$ cat src/rtl/mem_stage_ctrl.sv
// -----------------------------------------------------------------------------
// mem_stage_ctrl
// Memory-stage sequencer behind the EX/MEM pipeline register. Non-memory
// instructions pass straight to the MEM/WB registers with no added latency.
// Loads and stores get a single-cycle request strobe to a multi-cycle data
// memory. The upstream pipeline is stalled until the access completes or the
// watchdog aborts it.
//
// Ports:
//   clk, rst_n                   clock (rising edge), async active-low reset
//   MEM_MemRead/MemWrite         access type of the instruction in MEM
//   MEM_MemtoReg/RegWrite        writeback controls carried to WB
//   MEM_ALUval, MEM_StoreData    address / ALU result, store data
//   mem_en, mem_wr, mem_addr,    registered request to the data memory
//   mem_wdata
//   mem_ready, mem_rdata         single-cycle completion pulse and read data
//   stall                        holds the upstream pipeline registers
//   WB_RegWrite, WB_MemtoReg,    registered values for the writeback stage
//   WB_ALUval, WB_MemData
//   mem_err                      one-cycle error pulse: read+write conflict,
//                                watchdog timeout, or misaligned access
//
// Optional feature: define MEM_ALIGN_CHK_EN to reject accesses to odd
// addresses. A rejected access is not issued to memory, and its register
// write is suppressed.
// -----------------------------------------------------------------------------
module mem_stage_ctrl #(
   parameter int DATA_W  = 16,
   parameter int TIMEOUT = 15
) (
   input  logic              clk,
   input  logic              rst_n,
   input  logic              MEM_MemRead,
   input  logic              MEM_MemWrite,
   input  logic              MEM_MemtoReg,
   input  logic              MEM_RegWrite,
   input  logic [DATA_W-1:0] MEM_ALUval,
   input  logic [DATA_W-1:0] MEM_StoreData,
   output logic              mem_en,
   output logic              mem_wr,
   output logic [DATA_W-1:0] mem_addr,
   output logic [DATA_W-1:0] mem_wdata,
   input  logic              mem_ready,
   input  logic [DATA_W-1:0] mem_rdata,
   output logic              stall,
   output logic              WB_RegWrite,
   output logic              WB_MemtoReg,
   output logic [DATA_W-1:0] WB_ALUval,
   output logic [DATA_W-1:0] WB_MemData,
   output logic              mem_err
);

   typedef enum logic [1:0] {
      ST_IDLE = 2'd0,
      ST_REQ  = 2'd1,
      ST_WAIT = 2'd2,
      ST_DONE = 2'd3
   } state_t;

   // Last wait-counter value before the watchdog fires. The counter starts
   // at 0 in the first WAIT cycle, so this gives exactly TIMEOUT WAIT cycles.
   localparam logic [7:0] CNT_LAST = 8'(TIMEOUT - 1);

   state_t              state_q, state_d;
   logic [7:0]          cnt_q, cnt_d;
   logic                mem_en_q, mem_en_d;
   logic                mem_wr_q, mem_wr_d;
   logic [DATA_W-1:0]   mem_addr_q, mem_addr_d;
   logic [DATA_W-1:0]   mem_wdata_q, mem_wdata_d;
   logic                sh_regwrite_q, sh_regwrite_d;
   logic                sh_memtoreg_q, sh_memtoreg_d;
   logic [DATA_W-1:0]   sh_aluval_q, sh_aluval_d;
   logic [DATA_W-1:0]   cap_data_q, cap_data_d;
   logic                wb_regwrite_q, wb_regwrite_d;
   logic                wb_memtoreg_q, wb_memtoreg_d;
   logic [DATA_W-1:0]   wb_aluval_q, wb_aluval_d;
   logic [DATA_W-1:0]   wb_memdata_q, wb_memdata_d;
   logic                stall_s;
   logic                err_s;
   logic                access_s;
   logic                conflict_s;
   logic                misalign_s;

   assign access_s   = MEM_MemRead | MEM_MemWrite;
   assign conflict_s = MEM_MemRead & MEM_MemWrite;

`ifdef MEM_ALIGN_CHK_EN
   assign misalign_s = access_s & MEM_ALUval[0];
`else
   assign misalign_s = 1'b0;
`endif

   // Next-state, request latch, shadow copy and writeback update logic.
   always_comb begin
      state_d       = state_q;
      cnt_d         = cnt_q;
      mem_wr_d      = mem_wr_q;
      mem_addr_d    = mem_addr_q;
      mem_wdata_d   = mem_wdata_q;
      sh_regwrite_d = sh_regwrite_q;
      sh_memtoreg_d = sh_memtoreg_q;
      sh_aluval_d   = sh_aluval_q;
      cap_data_d    = cap_data_q;
      wb_regwrite_d = wb_regwrite_q;
      wb_memtoreg_d = wb_memtoreg_q;
      wb_aluval_d   = wb_aluval_q;
      wb_memdata_d  = wb_memdata_q;
      stall_s       = 1'b0;
      err_s         = 1'b0;

      case (state_q)
         ST_IDLE: begin
            if (access_s) begin
               stall_s       = 1'b1;
               err_s         = conflict_s | misalign_s;
               sh_memtoreg_d = MEM_MemtoReg;
               sh_aluval_d   = MEM_ALUval;
               cap_data_d    = {DATA_W{1'b0}};
               cnt_d         = 8'd0;
               if (misalign_s) begin
                  // Rejected: skip the memory and kill the register write.
                  sh_regwrite_d = 1'b0;
                  state_d       = ST_DONE;
               end else begin
                  // A read+write conflict is performed as a write.
                  sh_regwrite_d = MEM_RegWrite;
                  mem_wr_d      = MEM_MemWrite;
                  mem_addr_d    = MEM_ALUval;
                  mem_wdata_d   = MEM_StoreData;
                  state_d       = ST_REQ;
               end
            end else begin
               wb_regwrite_d = MEM_RegWrite;
               wb_memtoreg_d = MEM_MemtoReg;
               wb_aluval_d   = MEM_ALUval;
               wb_memdata_d  = {DATA_W{1'b0}};
            end
         end
         ST_REQ: begin
            stall_s = 1'b1;
            if (mem_ready) begin
               cap_data_d = mem_wr_q ? {DATA_W{1'b0}} : mem_rdata;
               state_d    = ST_DONE;
            end else begin
               state_d = ST_WAIT;
            end
         end
         ST_WAIT: begin
            stall_s = 1'b1;
            if (mem_ready) begin
               cap_data_d = mem_wr_q ? {DATA_W{1'b0}} : mem_rdata;
               state_d    = ST_DONE;
            end else if (cnt_q == CNT_LAST) begin
               err_s      = 1'b1;
               cap_data_d = {DATA_W{1'b0}};
               state_d    = ST_DONE;
            end else begin
               cnt_d = cnt_q + 8'd1;
            end
         end
         ST_DONE: begin
            // stall is low here, so upstream advances on this same edge and
            // the finished access is never seen again in IDLE.
            wb_regwrite_d = sh_regwrite_q;
            wb_memtoreg_d = sh_memtoreg_q;
            wb_aluval_d   = sh_aluval_q;
            wb_memdata_d  = cap_data_q;
            state_d       = ST_IDLE;
         end
         default: begin
            state_d = ST_IDLE;
         end
      endcase

      // The strobe is registered and raised only for the cycle spent in REQ.
      mem_en_d = (state_d == ST_REQ);
   end

   // State, request, shadow and writeback registers.
   always_ff @(posedge clk or negedge rst_n) begin
      if (!rst_n) begin
         state_q       <= ST_IDLE;
         cnt_q         <= 8'd0;
         mem_en_q      <= 1'b0;
         mem_wr_q      <= 1'b0;
         mem_addr_q    <= {DATA_W{1'b0}};
         mem_wdata_q   <= {DATA_W{1'b0}};
         sh_regwrite_q <= 1'b0;
         sh_memtoreg_q <= 1'b0;
         sh_aluval_q   <= {DATA_W{1'b0}};
         cap_data_q    <= {DATA_W{1'b0}};
         wb_regwrite_q <= 1'b0;
         wb_memtoreg_q <= 1'b0;
         wb_aluval_q   <= {DATA_W{1'b0}};
         wb_memdata_q  <= {DATA_W{1'b0}};
      end else begin
         state_q       <= state_d;
         cnt_q         <= cnt_d;
         mem_en_q      <= mem_en_d;
         mem_wr_q      <= mem_wr_d;
         mem_addr_q    <= mem_addr_d;
         mem_wdata_q   <= mem_wdata_d;
         sh_regwrite_q <= sh_regwrite_d;
         sh_memtoreg_q <= sh_memtoreg_d;
         sh_aluval_q   <= sh_aluval_d;
         cap_data_q    <= cap_data_d;
         wb_regwrite_q <= wb_regwrite_d;
         wb_memtoreg_q <= wb_memtoreg_d;
         wb_aluval_q   <= wb_aluval_d;
         wb_memdata_q  <= wb_memdata_d;
      end
   end

   assign mem_en      = mem_en_q;
   assign mem_wr      = mem_wr_q;
   assign mem_addr    = mem_addr_q;
   assign mem_wdata   = mem_wdata_q;
   assign WB_RegWrite = wb_regwrite_q;
   assign WB_MemtoReg = wb_memtoreg_q;
   assign WB_ALUval   = wb_aluval_q;
   assign WB_MemData  = wb_memdata_q;
   // stall and mem_err must act in the cycle that detects the condition, so
   // they stay combinational.
   assign stall       = stall_s;
   assign mem_err     = err_s;

endmodule

$ cat config.mk
export PLATFORM = sky130hd
export DESIGN_NAME = mem_stage_ctrl
export DESIGN_NICKNAME = d
export VERILOG_FILES = /design/src/rtl/mem_stage_ctrl.sv
export SDC_FILE = /design/constraint.sdc
export NUM_CORES = 1
export LEC_CHECK = 0
export ABC_CLOCK_PERIOD_IN_PS = 2600
export BUFFER_PORTS_ARGS = -buffer_cell sky130_fd_sc_hd__buf_2
export CAP_MARGIN = 20
export CORE_AREA = 2 2 111 113
export DETAILED_ROUTE_END_ITERATION = 7
export DIE_AREA = 0 0 113 115
export SLEW_MARGIN = 0
export SYNTH_ARGS = -nofsm -noshare
export SYNTH_HDL_FRONTEND = slang
export SYNTH_SLANG_ARGS = --single-unit
$ cat constraint.sdc
create_clock -name clk -period 2.6 [get_ports clk]
set_input_delay 0.13 -clock clk [delete_from_list [all_inputs] [get_ports clk]]
set_output_delay 0.13 -clock clk [all_outputs]
set_load 0.02 [all_outputs]
==> impl_metrics.tcl <==
set metrics [dict create \
    run_status "finished with violations" \
    failed_checks "design-rule violations" \
    syn_area_um2 4080 \
    synth_cells 333 \
    area_growth_pct 29.9 \
    ff_latch_area_um2 2400 \
    synth.largest_area_cell "dfrtp_1" \
    firstDrtPassIters 7 \
    slew_viol_final 0 \
    drive_above_1_share_pct 40.1 \
    mappedNetlistNets 394 \
    placed_area_um2 4890 \
    fin_crit_ns 2.25 \
    clockBufferDepth 2 \
    r2r_start "state_q[0]$_DFF_PN0_" \
    tns_ns 0 \
    numPortBuffers 124 \
    crit_fanout 16 \
    route.detailed.drc 7 \
    cts_made_buffers 9 \
    core.rowCount 40 \
    min-delay-start "MEM_StoreData[5]" \
    nFillCells 1120 \
    final_common_cell "buf_2" \
    core_um2 11800 \
    drtIter0Drc 99 \
    max_cap_viol_count 0 \
    finalSetupViolations 0 \
    clk_latency_ns 0.35 \
    synth_top_family_by_area "multiplexers" \
    dp_hpwl_um 6110 \
    ant_nets 0 \
    synth_seq_cells 96 \
    clkSinkCount 96 \
    total_power_w 0.00710 \
    synthSimpleGateAreaFrac_pct 7.77 \
    endpoint_kind "flop" \
    synth_top_area_share_pct 58.9 \
    whs_path_depth 2 \
    power_per_cell_area_nw_per_um2 1340 \
    min_path_type "in -> reg" \
    relSlewSlack_pct 54.2 \
    grt_overflow_total 0 \
    num_antenna_cells 0 \
    multi_input_area_um2 1530 \
    synthDistinctLibCells 33 \
    cts_setup_buffers 0 \
    final_area_um2 5290 \
    routedWlPerCell_um 14.5 \
    reg2reg_depth 6 \
    place_inst 594 \
    grt_start_max_net_pins 64 \
    vias 2945 \
    syn_avg_cell_area_um2 12.2 \
    synth_compound_area_share_pct 9.58 \
    startpoint_type "flop" \
    path_class "reg -> reg" \
    grt_antenna_before_repair 0 \
    dieWidth_um 113 \
    reg2reg_slack_ns 0.35 \
    cellLeakagePower_nw 2.60 \
    path_clk_slew_ns 0.07 \
    rsz0062_at_grt "false" \
    post-route-period-util_pct 86.7 \
    synth-xor-area-share_pct 0 \
    die_area_um2 13000 \
    yosys_warnings 0 \
    grt.total_usage_pct 14.7 \
    cts_resized 0 \
    cts_tree "done" \
    hold_path_end "mem_wdata[5]$_DFFE_PN0P_" \
    stdcell_count 616 \
    synth.area.top_cells "dfrtp_1 (59%), mux2_2 (9.4%), mux2i_1 (8.4%)" \
    synthAdderAreaFrac_pct 1.84 \
    final_cell_mix "buf_2 (123), dfrtp_1 (96), nand2_1 (40), mux2_2 (34), mux2i_1 (34)" \
    initial_core_util_pct 34.5 \
    via_per_inst 4.78 \
    timing.rr.end "cnt_q[7]$_DFFE_PN0P_" \
    hold_violations 0 \
    cp_data_required_time_ns 2.87 \
    die_h_um 115 \
    first_global_vias 3086 \
    worst_pin_slew_ns 0.684 \
    max_freq_mhz 444 \
    synthMuxAreaShare_pct 17.7 \
    crit_arrival_ns 2.52 \
    yosysSeqAreaShare_pct 58.9 \
    fin_nets 525 \
    h-tree-depth 3 \
    totalWireLength_um 8910 \
    top_level_ports 125 \
    max-vdd-ir-drop_mv 0.574 \
    fin_skew_ns 0.00589 \
    cts_root_buf "clkbuf_16" \
    final_core_util_pct 44.8 \
    gp_congestion 0.828 \
    grt_pass1_wl_um 15000 \
]
## metrics by stage
step	hold WS, ns	worst slack (ns)
4_1_cts	0.0000861	0.349
3_5_place_dp	0.111	0.350
2_1_floorplan	-0.166	0.747
3_3_place_gp	0.108	0.417
5_1_grt	0.00910	0.152
6_report	0.0149	0.346
## flip-flops by register name, indices dropped and copies added, names as in the netlist, 2 cells and up
register     count
cnt_q            8
WB_ALUval       16
sh_aluval_q     16
cap_data_q      16
mem_wdata       16
state_q          2
WB_MemData      16
## worst max path at each step
stage / cells past startpoint / from / to
floorplan: 7 / state_q[0]$_DFF_PN0_ / cnt_q[6]$_DFFE_PN0P_
global placement: 6 / state_q[0]$_DFF_PN0_ / WB_ALUval[11]$_DFFE_PN0P_
detailed placement: 6 / state_q[0]$_DFF_PN0_ / WB_ALUval[10]$_DFFE_PN0P_
CTS: 6 / state_q[0]$_DFF_PN0_ / WB_ALUval[10]$_DFFE_PN0P_
global route: 7 / state_q[0]$_DFF_PN0_ / WB_ALUval[7]$_DFFE_PN0P_
finish: 6 / state_q[0]$_DFF_PN0_ / cnt_q[7]$_DFFE_PN0P_
## synthesized netlist by cell type (all sizes together)
master and n:
dfrtp 96, nand2 40, mux2 34, mux2i 34, o21ai 23, inv 22, a22o 18, clkbuf 10
a21oi 8, buf 8, ha 6, o31ai 5, or4 5, and3 3, nor2 3, nor3 3
and2 2, nand3 2, nor4 2, a211o 1, a211oi 1, a221o 1, a32o 1, and4 1
nand4 1, nor3b 1, or3 1, or4b 1
## area by class of cell
cell class                 count  share of cell area, %
sequential                    96                   45.4
multi-input combinational    197                   28.9
timing repair buffer         138                   14.3
clock buffer                  11                   4.78
tap                          147                   3.48
clock inverter                 5                   1.61
inverter                      22                   1.56
## metal layers
| metal | up-vias | track usage [%] | routed length, µm |
|---|---|---|---|
| met5 | - | 0 | 0 |
| met4 | 0 | 6.59 | 178 |
| met3 | 15 | 4.69 | 670 |
| met2 | 92 | 23.4 | 4070 |
| met1 | 1406 | 18.4 | 3990 |
| li1 | 1432 | - | - |
## worst max-delay path: stages, from the launching register on
cell and delay (ns):
dfrtp_1 0.41, inv_1 0.10, ha_1 0.30, nor3b_2 0.23, a211o_1 0.41, or4_1 0.57
a21oi_1 0.16
## logic make-up after synthesis
logic type                 Yosys count
DFF                                 96
buffers and inverters               40
adders and majority gates            6
and+or+nand+nor                     65
muxes                               68
AOI/OAI and AO/OA                   58
## what timing repair did
item,CTS,global route
hold buffers,6,0
setup endpoints to repair,0,0
endpoints found under the hold margin,38,0
## power breakdown
group / leakage, nW / switching, W / internal, W
registers: 1.23 / 0.000372 / 0.00213
logic: 1.21 / 0.00187 / 0.00125
clock network: 0.163 / 0.000571 / 0.000902
total: 2.60 / 0.00281 / 0.00429
No activity file was read; power rests on OpenSTA's default activity.
